### config.mk
export PLATFORM = sky130hd
export DESIGN_NAME = bcd_up_counter
export DESIGN_NICKNAME = d
export VERILOG_FILES = /design/src/rtl/bcd_pkg.sv /design/src/rtl/bcd_up_counter_digit.sv /design/src/rtl/bcd_up_counter.sv
export SDC_FILE = /design/constraint.sdc
export NUM_CORES = 1
export LEC_CHECK = 0
export CORE_AREA = 10 10 47 49
export DETAILED_ROUTE_END_ITERATION = 12
export DIE_AREA = 0 0 57 59
export PLACE_DENSITY = 0.74
export SYNTH_ARGS = -nofsm -noshare
export SYNTH_HDL_FRONTEND = slang
export SYNTH_SLANG_ARGS = --single-unit
### constraint.sdc
create_clock -name clk -period 2.2 [get_ports clk]
set_input_delay 0.44 -clock clk [delete_from_list [all_inputs] [get_ports clk]]
set_output_delay 0.44 -clock clk [all_outputs]
set_load 0.01 [all_outputs]
### src/rtl/bcd_pkg.sv
// Shared types for the BCD up counter: digit type, digit limit and control states.
package bcd_pkg;

  typedef logic [3:0] bcd_digit_t;

  localparam bcd_digit_t BCD_NINE = 4'd9;

  typedef enum logic {
    RUN  = 1'b0,
    HALT = 1'b1
  } bcd_up_state_t;

endpackage

### src/rtl/bcd_up_counter_digit.sv
// One BCD digit: synchronous reset to 0, active-low preset load, 0..9 rollover on enable.
module up_counter_digit
  import bcd_pkg::*;
(
  input  logic       clk,
  input  logic       reset,
  input  logic       loadN,
  input  logic       enable,
  input  bcd_digit_t datain,
  output bcd_digit_t count,
  output logic       carry
);

  bcd_digit_t r_count;

  always_ff @(posedge clk) begin
    if (reset) begin
      r_count <= '0;
    end else if (!loadN) begin
      r_count <= datain;
    end else if (enable) begin
      r_count <= (r_count == BCD_NINE) ? '0 : r_count + 4'd1;
    end
  end

  assign count = r_count;
  assign carry = (r_count == BCD_NINE);

endmodule

### src/rtl/bcd_up_counter.sv
// Two-digit BCD up counter from 00 to a programmable maximum, with preset load,
// ANDed enables and wrap-or-halt behaviour at the terminal value.
module bcd_up_counter
  import bcd_pkg::*;
#(
  parameter bcd_digit_t PRESET_L = 4'h0,
  parameter bcd_digit_t PRESET_H = 4'h0,
  parameter bcd_digit_t MAX_L    = 4'h9,
  parameter bcd_digit_t MAX_H    = 4'h9,
  parameter bit         WRAP     = 1'b1
) (
  input  logic       clk,
  input  logic       reset,
  input  logic       loadN,
  input  logic       enable1,
  input  logic       enable2,
  output logic [3:0] countL,
  output logic [3:0] countH,
  output logic       tc,
  output logic       wrap_pulse,
  output logic       halted
);

  if (PRESET_L > BCD_NINE || PRESET_H > BCD_NINE || MAX_L > BCD_NINE ||
      MAX_H > BCD_NINE || {PRESET_H, PRESET_L} > {MAX_H, MAX_L}) begin : g_bad_params
    $error("bcd_up_counter: digits must be 0..9 and PRESET must not exceed MAX");
  end

  bcd_up_state_t r_state;
  logic          r_wrap_pulse;
  bcd_digit_t    w_count_lo;
  bcd_digit_t    w_count_hi;
  logic          w_carry_lo;
  logic          w_carry_hi;
  logic          w_at_max;
  logic          w_step;
  logic          w_en_lo;
  logic          w_en_hi;
  logic          w_clear;
  logic          w_digit_reset;

  assign w_at_max = (w_count_hi == MAX_H) && (w_count_lo == MAX_L);
  assign w_step   = enable1 & enable2 & (r_state == RUN);
  assign w_en_lo  = w_step & ~w_at_max;
  assign w_en_hi  = w_en_lo & w_carry_lo;

  // Wrap clears both digits through their reset; gated by loadN so a load still wins.
  assign w_clear       = w_step & w_at_max & WRAP & loadN;
  assign w_digit_reset = reset | w_clear;

  up_counter_digit u_digit_lo (
    .clk    (clk),
    .reset  (w_digit_reset),
    .loadN  (loadN),
    .enable (w_en_lo),
    .datain (PRESET_L),
    .count  (w_count_lo),
    .carry  (w_carry_lo)
  );

  up_counter_digit u_digit_hi (
    .clk    (clk),
    .reset  (w_digit_reset),
    .loadN  (loadN),
    .enable (w_en_hi),
    .datain (PRESET_H),
    .count  (w_count_hi),
    .carry  (w_carry_hi)
  );

  always_ff @(posedge clk) begin
    if (reset) begin
      r_state      <= RUN;
      r_wrap_pulse <= 1'b0;
    end else if (!loadN) begin
      r_state      <= RUN;
      r_wrap_pulse <= 1'b0;
    end else begin
      r_wrap_pulse <= w_step & w_at_max;
      if (w_step && w_at_max && !WRAP) begin
        r_state <= HALT;
      end
    end
  end

  assign countL     = w_count_lo;
  assign countH     = w_count_hi;
  assign tc         = w_at_max;
  assign wrap_pulse = r_wrap_pulse;
  assign halted     = (r_state == HALT);

  logic w_unused;
  assign w_unused = w_carry_hi;

endmodule
# --- After elaboration in Yosys (flattened, before gate mapping) ---
# Cells that the tools add are included.
# W data, S select, Z words.
word_totals:
  elab_cells: 20
  output_inout_bits: 11
  inputBits: 5
  register_bits: 9
op_classes:
  eq_ne: 2
  reduce_logical: 3
  addsub: 2
  n_mux: 2
  n_bitwise: 8
op_table:
  columns: ["cell", "n"]
  rows:
  - ["$add A4 B1 Y4 const B", 2]
  - ["$eq A4 B4 Y1 const B", 2]
  - ["$mux W4", 2]
  - ["$and A1 B1 Y1", 5]
  - ["$reduce_or A2 Y1", 2]
  - ["$not A1 Y1", 2]
  - ["$logic_and A1 B1 Y1", 1]
  - ["$or A1 B1 Y1", 1]

# --- Logic depth before layout (Yosys ltp) ---
# Gate-level depths: netlist of the first run.
depth:
  ltp_word: 6
  depth_mapped: 5
  depth_no_buf: 3

# --- Cells and area by module ---
# A second synthesis of the first run with hierarchy kept.
hier_totals:
  hier_cells: 64
  hier_area_um2: 585.6
modules_own_cells:
  columns: ["module", "cells_each", "instances", "area_each_um2", "seq_area_each_um2"]
  rows:
  - ["up_counter_digit", 26, 2, 234.0, 80.1]
  - ["bcd_up_counter", 12, 1, 117.6, 20.0]

# --- Worst setup path after synthesis of the first run ---
# No wires, ideal clock.
synth_timing:
  path_type: "register to register"
  from: "register u_digit_lo.r_count[1] (netlist: u_digit_lo.count[1])"
  to: "register u_digit_hi.r_count[2] (netlist: u_digit_hi.count[2])"
  path_stages_with_launch: 6
  n_path_buf: 2
  period_less_slack_ns: 1.581
  setup_time_ns: 0.070
  arrival_ns: 1.512
  path_slack_ns: 0.619
  required_time_ns: 2.130
  cell_sequence: "dfxtp_1 > buf_6 > or3b_1 > clkbuf_2 > or4_1 > a21oi_1"
synth_between:
  elab_chain_len: 6
  elab_cells_between_ends: 9
  cone_classes: "eq/ne (1); bitwise (6); reduce/logical (2)"
synth_rtl:
  columns: ["item", "line_no", "text"]
  rows:
  - ["start, declared", "bcd_up_counter_digit.sv:14", "bcd_digit_t r_count;"]
  - ["start signal, assigned", "bcd_up_counter_digit.sv:20", "r_count <= datain;"]
  - ["start signal, assigned", "bcd_up_counter_digit.sv:22", "r_count <= (r_count == BCD_NINE) ? '0 : r_count + 4'd1;"]
  - ["$eq A4 B4 Y1 *", "bcd_up_counter_digit.sv:27, bcd_up_counter.sv:42", null]
  - ["$logic_and A1 B1 Y1", "bcd_up_counter.sv:42", "assign w_at_max = (w_count_hi == MAX_H) && (w_count_lo == MAX_L);"]
  - ["$and A1 B1 Y1 (2 in series)", "bcd_up_counter.sv:48", "assign w_clear = w_step & w_at_max & WRAP & loadN;"]
  - ["$or A1 B1 Y1", "bcd_up_counter.sv:49", "assign w_digit_reset = reset | w_clear;"]
  - ["$reduce_or A2 Y1 (no line)", null, null]
  - ["end signal, assigned", "bcd_up_counter_digit.sv:20", null]
  - ["end signal, assigned", "bcd_up_counter_digit.sv:22", null]
  - ["end, declared", "bcd_up_counter_digit.sv:14", null]
# Mark *: on every way between the ends. The rest lies on a longest branch, timed or not.
# A chain may end at the register's enable or synchronous reset.

# --- Worst setup path in the final report of the first run ---
layout_timing:
  from: "register u_digit_lo.r_count[1] (netlist: u_digit_lo.count[1])"
  to: "output countL[1]"
layout_rtl:
  columns: ["item", "line_no", "text"]
  rows:
  - ["end, declared", "bcd_up_counter.sv:17", "output logic [3:0] countL,"]
# No word-level cell between the ends.

==> impl_metrics.csv, run 1 <==
group,metric,value,unit
status,outcome,"completed",
setup_path,critPathKind,"flop to output pin",
placed_design,io_buffers,14,
synth,synth-async-reset-ratio,0,%
global_routing,grt_pass1_wl,2130,µm
setup_path,reg2reg_to,"u_digit_hi.count[2]",
global_routing,antenna_found_initial,0,
synth,synthCells,57,
floorplanning,initial_utilization,35.4,%
synth,synth_fp_nets,62,
floorplanning,core_area,0.00140,mm²
setup_path,crit_buf_inv,1,
placed_design,gp_congestion,0.755,
cells_and_area,final_layout_size_suffix_gt1_share,11.1,%
sta,final_max_slew_viol_count,0,
setup_path,path_cells,"clkdlybuf4s50_1",
floorplanning,fp.dieH,59,µm
clock_network,cts_tree,"done",
synth,yosys_warnings,0,
cells_and_area,final_common_cell,"clkdlybuf4s50_1",
cells_and_area,n_antenna_cell,0,
clock_network,cts_buffer_depth,2,
sta,skew,0.00498,ns
sta,finalHoldViolCount,0,
power,p_total,0.316,mW
global_routing,grt_usage,8.10,%
floorplanning,die_w,57,µm
setup_path,critPathTopFamily,"buffers and inverters",
synth,synthDistinctLibCells,33,
synth,synth-seq-cells,9,
setup_path,r2r_start,"u_digit_lo.count[3]",
setup_path,crit_required,1.76,ns
job,drv_cap,0,
global_routing,grt_overflow,0,
setup_path,crit_arrival,1.35,ns
sta,period_share,81.2,%
synth,avgSynthCellArea,8.71,µm²
power,powerDensity,475,mW/mm²
synth,synthFlopType,"dfxtp_1",
clock_network,hold_buffers,0,
synth,ys_seq_area_share,36.3,%
routing,routed_wl,1230,µm
power,ir_worst_vdd,0.259,mV
floorplanning,dieArea,0.00336,mm²
hold_path,worstHoldPathType,"flop to flop",
clock_network,clk_transition_reported_paths,0.06,ns
setup_path,startpoint_type,"flop",
sta,rsz0062_at_grt,"no",
setup_path,cp_slowest_cell,"clkdlybuf4s50_1",
floorplanning,num_rows,14,
global_routing,grt_pass1_vias,455,
placed_design,dp_hpwl,895,µm
setup_path,crit_end,"countL[1]",
synth,synth.cell_area,497,µm²
cells_and_area,layout.nets,78,
sta,min_period,1.79,ns
routing,routed_via_density,5.25,
global_routing,grt_max_degree,9,
setup_path,crit_fanout,8,
routing,postRouteAntennaNets,0,
sta,finalSetupTns,0,ns
routing,firstDrtPassIters,2,
floorplanning,ios,16,
clock_network,cts_root_buffer,"clkbuf_4",
power,p_leak,0.232,nW
setup_path,worstSetupEndpointType,"output pin",
sta,setup_viol,0,
clock_network,insertion_delay,0.27,ns
setup_path,reg2reg_depth,3,
sta,max_freq,560,MHz
synth,synth-edff-count,0,
setup_path,cp.depth,1,
setup_path,max_stage_delay,0.60,ns
routing,vias,462,
cells_and_area,fillCellCount,157,
routing,first_iter_violations,3,
clock_network,htreeDepth,1,
routing,drc,0,
setup_path,regToRegSetupSlack,0.58,ns
clock_network,numCtsBuffers,3,
setup_path,crit_start,"u_digit_lo.count[1]",
clock_network,cts.sinks,9,
cells_and_area,final_cell_mix,"clkdlybuf4s50_1, dfxtp_1, nand4_1, a21oi_1",
routing,wire_per_inst,14.0,µm
cells_and_area,postLayoutCoreUtil,47.5,%
cells_and_area,syn2layout_area_growth,34.0,%
-- worst reg2reg max path, delay by kind of cell (launching register included) --
kind               cells  cell delay [ns]
DFF                    1             0.43
and+or+nand+nor        2             0.98
AOI/OAI and AO/OA      1             0.16
-- metrics by stage --
| stage | hold WS (ns) | area (µm²) | worst slack [ns] | instances |
|---|---|---|---|---|
| 6_report | 0.525 | 666 | 0.415 | 88 |
| 5_1_grt | 0.584 | 666 | 0.334 | 88 |
| 4_1_cts | 0.532 | 656 | 0.0416 | 87 |
| 3_5_place_dp | 0.523 | 622 | 0.242 | 83 |
| 3_3_place_gp | 0.495 | 622 | 0.235 | 83 |
| 2_1_floorplan | 0.522 | 497 | 0.619 | 57 |
-- cell usage after synthesis, types with 2 or more instances --
library cell / count / area [µm²]
nand4_1: 4 / 25.0
o21ai_0: 3 / 15.0
dfxtp_1: 9 / 180
and4_1: 2 / 17.5
buf_6: 2 / 22.5
nor2b_1: 2 / 12.5
nand2_1: 3 / 11.3
nor2_1: 3 / 11.3
inv_1: 2 / 7.51
a21oi_1: 4 / 20.0
-- flip-flops by register name, indices dropped and copies added (netlist names) --
name              cells
wrap_pulse            1
u_digit_lo.count      4
u_digit_hi.count      4
-- layer usage --
layer  vias to the layer above  part of all wire, %  GRT usage [%]
met1                       204                   44           8.59
met4                         0                  3.2           7.05
met5                         -                    0              0
met2                        13                   43           11.0
li1                        241                    -              -
met3                         4                  9.8           4.94
-- timing repair --
action | CTS | global route
buffers inserted | 0 | 1
setup endpoints to repair | 1 | 1
pin swaps | 0 | 1
gates cloned | 0 | 0
resized for setup | 2 | 1
-- cells by family (layout without fill, tap and decap cells) --
kind of cell | Yosys count | after routing | synth area share (%)
AOI/OAI and AO/OA | 14 | 14 | 18.4
buffers and inverters | 6 | 21 | 8.56
muxes | 1 | 1 | 2.02
DFF | 9 | 9 | 36.3
other | 1 | 1 | 0.755
xor gates and xnor gates | 2 | 2 | 3.53
and+or+nand+nor | 24 | 24 | 30.5
-- where the power goes --
part	internal, mW	total, mW	switching, mW
registers	0.164	0.165	0.00155
clock network	0.0701	0.131	0.0613
logic	0.0105	0.0194	0.00897
-- layout make-up --
type | count | area, µm² | share of cell area (%)
clock buffer | 4 | 26.3 | 3.95
inverter | 2 | 7.51 | 1.13
multi-input combinational | 42 | 282 | 42.3
sequential | 9 | 180 | 27.1
tap | 16 | 20.0 | 3.01
timing repair buffer | 15 | 150 | 22.6
-- worst min path at each step --
stage,start,end,slack [ns],depth (start not counted)
after CTS,u_digit_hi.count[2],u_digit_hi.count[2],0.53,2
after floorplan,u_digit_hi.count[2],u_digit_hi.count[2],0.52,2
after global routing,u_digit_hi.count[0],u_digit_hi.count[0],0.58,2
after detailed placement,u_digit_hi.count[2],u_digit_hi.count[2],0.52,2
final,u_digit_hi.count[0],u_digit_hi.count[0],0.53,2
after global placement,u_digit_hi.count[2],u_digit_hi.count[2],0.50,2
Note: power is estimated with default switching activity, not from simulation.
==> run 2: changes to the inputs <==
CORE_AREA = unset   (was 10 10 47 49)
CORE_MARGIN = 10   (was unset)
CORE_UTILIZATION = 38   (was unset)
DIE_AREA = unset   (was 0 0 57 59)
PLACE_DENSITY = 0.78   (was 0.74)
clock period = 1.54 ns   (was 2.2 ns; I/O delays follow)
==> run 2 against run 1 <==
Against the previous run: via count grew 22%; global-route usage is 1.8 points higher; routed wire length up 21%; non-clock buffer count grew 15; clock-buffer cell count down 1; flip-flop and latch count did not move; design area rose by 17%; critical path type is now flop to flop; critical endpoint is now u_digit_hi.count[2].
==> impl_metrics.csv, run 2 (synthesis gave the netlist of run 1 again) <==
group,metric,value,unit
routing,wire_per_inst,14.7,µm
cells_and_area,n_antenna_cell,0,
setup_path,critPathKind,"flop to flop",
power,p_int,0.347,mW
clock_network,htreeDepth,1,
clock_network,cts_buffer_depth,2,
setup_path,worstSetupEndpointType,"flop",
floorplanning,die_w,56.2,µm
clock_network,cts.sinks,9,
cells_and_area,final_cell_mix,"buf_4, dlygate4sd2_1, dfxtp_1",
floorplanning,core_area,0.00117,mm²
placed_design,dp_hpwl,1160,µm
power,switchingPower,0.101,mW
power,switching_share,22.5,%
power,clockPowerShare,40.3,%
clock_network,cts_tree,"done",
cells_and_area,syn2layout_area_growth,57.2,%
clock_network,cts_root_buffer,"clkbuf_4",
placed_design,pre_cts_ws,-0.159,ns
sta,max_freq,657,MHz
global_routing,grt_pass1_wl,2550,µm
routing,routed_via_density,5.56,
global_routing,antenna_found_initial,0,
clock_network,insertion_delay,0.26,ns
global_routing,grt_pass1_vias,573,
sta,min_period,1.52,ns
routing,postRouteAntennaNets,0,
power,ir_worst_vdd,0.386,mV
power,combPwrFrac,7.3,%
sta,skew,0.00357,ns
global_routing,grt_overflow,0,
floorplanning,fp.dieH,56.2,µm
setup_path,crit_fanout,4,
global_routing,grt_max_degree,9,
job,drv_cap,0,
setup_path,startpoint_type,"flop",
setup_path,crit_arrival,1.72,ns
placed_design,io_buffers,14,
routing,first_iter_violations,12,
routing,drc,0,
sta,final_max_slew_viol_count,0,
setup_path,crit_required,1.74,ns
placed_design,gp_congestion,0.836,
power,p_leak,0.349,nW
floorplanning,dieArea,0.00315,mm²
status,outcome,"completed",
sta,fin_ws,0.0186,ns
clock_network,numCtsBuffers,3,
cells_and_area,layout.nets,93,
power,p_total,0.448,mW
routing,firstDrtPassIters,4,
global_routing,grt_usage,9.85,%
global_routing,grtUsageMet1,9.62,%
floorplanning,num_rows,12,
hold_path,worstHoldPathType,"primary input to flop",
sta,period_share,98.8,%
sta,setup_viol,0,
cells_and_area,fillCellCount,103,
sta,rsz0062_at_grt,"yes",
global_routing,use_met2,15.6,%
floorplanning,ios,16,
cells_and_area,final_layout_size_suffix_gt1_share,35.6,%
power,powerDensity,574,mW/mm²
global_routing,busiest_layer,"met2",
cells_and_area,final_common_cell,"buf_4",
clock_network,hold_buffers,0,
clock_network,clk_transition_reported_paths,0.06,ns
sta,hold_ws,0.485,ns
routing,vias,562,
floorplanning,initial_utilization,42.4,%
sta,finalHoldViolCount,0,
power,power_frac_seq,52.3,%
sta,finalSetupTns,0,ns
routing,routed_wl,1480,µm
global_routing,met3_usage,4.78,%
run 2: cell count changes in the layout (fill, tap and decap cells not counted), moves of 4 or more:
cell / delta
dfxtp_2: +4
buf_4: +14
clkdlybuf4s50_1: -9
dfxtp_1: -4
dlygate4sd2_1: +8
run 2: critical path, cell delays in order (launching register included):
cell and delay (ns):
dfxtp_2 0.32, buf_4 0.14, or3b_4 0.41, or4_1 0.47
a21oi_1 0.13
run 2: area by class of cell:
class,instances,area [µm²],share of cell area (%)
timing repair buffer,30,251,32.2
clock inverter,1,5.00,0.641
inverter,2,7.51,0.962
tap,14,17.5,2.24
sequential,9,185,23.7
clock buffer,3,22.5,2.88
multi-input combinational,42,292,37.3
run 2: power by group through the flow:
stage / Sequential (mW) / Clock, mW / Combinational, mW
6_report: 0.234 / 0.181 / 0.0327
2_1_floorplan: 0.241 / 0 / 0.0148
3_5_place_dp: 0.240 / 0 / 0.0331
4_1_cts: 0.234 / 0.187 / 0.0328
5_1_grt: 0.234 / 0.210 / 0.0363
3_3_place_gp: 0.240 / 0 / 0.0327
run 2: final timing paths:
| path | cells past startpoint | slack [ns] | startpoint | endpoint |
|---|---|---|---|---|
| setup / recovery | 4 | 0.02 | u_digit_lo.count[2] | u_digit_hi.count[2] |
| hold / removal | 4 | 0.48 | enable2 | u_digit_lo.count[0] |
| setup reg to reg | 4 | 0.02 | u_digit_lo.count[2] | u_digit_hi.count[2] |
| hold reg to reg | 3 | 0.62 | u_digit_lo.count[3] | u_digit_lo.count[3] |
run 2: routing by layer:
layer / vias to the layer above / wire (µm)
li1: 271 / -
met1: 262 / 607
met3: 8 / 89
met4: 0 / 78
met5: - / 0
met2: 21 / 709
run 2: metrics by stage:
stage          utilization [%]  area (µm²)  cells
6_report                  66.7         781    101
5_1_grt                   66.7         781    101
4_1_cts                   65.9         772    101
3_5_place_dp              62.6         733     96
3_3_place_gp              62.6         733     96
2_1_floorplan                -         498     57
run 2: repair_timing:
action / CTS / global route
pin swaps: 1 / 0
hold endpoints to repair: 0 / 0
resized for setup: 17 / 4
gates cloned: 0 / 0
buffers inserted: 1 / 0
endpoints found under the setup margin: 10 / 2
==> run 3: changes to the inputs <==
CORE_MARGIN = unset   (was 10)
==> run 3 against run 2 <==
Against the previous run: worst hold slack better by 0.020 ns; critical path depth is the same; critical endpoint unchanged; first-iteration DRC count decreased by 33%; sequential power barely moved.
==> impl_metrics.csv, run 3 (synthesis gave the netlist of run 1 again) <==
group,metric,value,unit
setup_path,critPathKind,"flop to flop",
placed_design,dpl_cell_area,733,µm²
floorplanning,num_rows,12,
power,p_total,0.454,mW
status,outcome,"completed",
floorplanning,dieArea,0.00146,mm²
global_routing,grt_pass1_vias,490,
sta,max_freq,650,MHz
cells_and_area,syn2layout_area_growth,58.2,%
setup_path,regToRegSetupSlack,0.002,ns
clock_network,hold_buffers,0,
setup_path,max_stage_delay,0.49,ns
sta,period_share,99.9,%
global_routing,antenna_found_initial,0,
floorplanning,ios,16,
cells_and_area,layout.nets,93,
setup_path,cp_slowest_cell,"or4_1",
routing,routed_wl,1220,µm
setup_path,crit_start,"u_digit_lo.count[2]",
floorplanning,fp.dieH,38.2,µm
global_routing,grt_overflow,0,
setup_path,crit_arrival,1.74,ns
setup_path,crit_fanout,5,
cells_and_area,final_common_cell,"buf_4",
setup_path,worstSetupEndpointType,"flop",
cells_and_area,fin_area,786,µm²
setup_path,crit_required,1.74,ns
clock_network,htreeDepth,1,
clock_network,cts_root_buffer,"clkbuf_4",
hold_path,worstHoldPathType,"flop to flop",
placed_design,gp_congestion,0.812,
routing,routed_via_density,5.24,
placed_design,io_buffers,14,
sta,min_period,1.54,ns
power,p_leak,0.332,nW
setup_path,reg2reg_depth,4,
clock_network,insertion_delay,0.27,ns
setup_path,path_cells,"buf_6, or3b_4, or4_1, a21oi_1",
routing,drc,0,
floorplanning,initial_utilization,43.0,%
routing,first_iter_violations,8,
placed_design,dp_hpwl,915,µm
cells_and_area,final_cell_mix,"buf_4, dlygate4sd2_1, clkdlybuf4s50_1",
setup_path,crit_end,"u_digit_hi.count[2]",
clock_network,cts_buffer_depth,2,
sta,rsz0062_at_grt,"yes",
routing,postRouteAntennaNets,0,
sta,final_max_slew_viol_count,0,
sta,skew,0.00155,ns
floorplanning,core_area,0.00116,mm²
setup_path,startpoint_type,"flop",
clock_network,numCtsBuffers,3,
job,drv_cap,0,
clock_network,clk_transition_reported_paths,0.06,ns
floorplanning,die_w,38.2,µm
routing,firstDrtPassIters,4,
cells_and_area,n_antenna_cell,0,
sta,finalHoldViolCount,0,
routing,vias,529,
power,powerDensity,578,mW/mm²
global_routing,grt_usage,20.9,%
clock_network,cts.sinks,9,
routing,wire_per_inst,12.1,µm
setup_path,reg2reg_to,"u_digit_hi.count[2]",
setup_path,r2r_start,"u_digit_lo.count[2]",
clock_network,cts_tree,"done",
cells_and_area,final_layout_size_suffix_gt1_share,34.5,%
global_routing,grt_max_degree,8,
sta,setup_viol,0,
global_routing,grt_pass1_wl,2060,µm
power,ir_worst_vdd,0.564,mV
## run 3: cell count changes in the layout (fill, tap and decap cells not counted)
| cell | delta |
|---|---|
| buf_6 | +2 |
| clkdlybuf4s50_1 | +2 |
| dlymetal6s2s_1 | -1 |
| buf_4 | -2 |
| dlygate4sd2_1 | -1 |
| clkbuf_1 | +1 |
| clkinv_2 | -1 |
## run 3: timing repair
action,in CTS,in global routing
setup endpoints to repair,8,3
pin swaps,0,1
gates resized for setup,13,8
setup buffers,0,1
## run 3: stage by stage
stage | setup slack [ns] | TNS [ns] | cells | hold slack [ns] | utilization, %
global placement | -0.124 | -0.275 | 96 | 0.519 | 63.4
detailed placement | -0.148 | -0.311 | 96 | 0.523 | 63.4
finish | 0.00207 | 0 | 101 | 0.505 | 68.0
global route | -0.0271 | -0.0303 | 101 | 0.546 | 68.0
CTS | -0.0423 | -0.0423 | 100 | 0.534 | 65.9
floorplan | -0.00811 | -0.00811 | 57 | 0.497 | -
## run 3: critical path: cells and delay by family, from the launching register on
kind	cells	cell delay (ns)
AND/OR/NAND/NOR	2	0.90
flip-flops	1	0.33
AO/OA/AOI/OAI	1	0.13
buffers and inverters	1	0.11
## run 3: routing by layer
| metal | vias to the layer above | share of wire [%] | global-route usage [%] | wire length, µm |
|---|---|---|---|---|
| li1 | 273 | - | - | - |
| met1 | 239 | 44 | 25.8 | 540 |
| met2 | 15 | 49 | 33.1 | 605 |
| met3 | 2 | 4.2 | 5.23 | 52 |
| met4 | 0 | 2.2 | 10.7 | 27 |
| met5 | - | 0 | 0 | 0 |
## run 3: cell type report
type	count	area (µm²)
Timing Repair Buffer	30	258
Sequential cell	9	185
Tap cell	14	17.5
Multi-Input combinational cell	42	292
Clock buffer	4	26.3
Fill cell	106	370
Inverter	2	7.51
## run 3: how the worst min path moves through the flow
stage | to | slack [ns] | from | cells after the start
2_1_floorplan | u_digit_lo.count[3] | 0.50 | reset | 3
3_3_place_gp | u_digit_hi.count[0] | 0.52 | u_digit_hi.count[0] | 2
3_5_place_dp | u_digit_hi.count[0] | 0.52 | u_digit_hi.count[0] | 2
6_report | u_digit_hi.count[0] | 0.51 | u_digit_hi.count[0] | 2
5_1_grt | u_digit_hi.count[0] | 0.55 | u_digit_hi.count[0] | 2
4_1_cts | u_digit_hi.count[0] | 0.53 | u_digit_hi.count[0] | 2
## run 3: report_power, final
part	leakage (nW)	internal [mW]	switching [mW]	total [mW]
registers	0.0746	0.234	0.000645	0.235
clock network	0.0150	0.100	0.0849	0.185
logic	0.243	0.0192	0.0152	0.0344
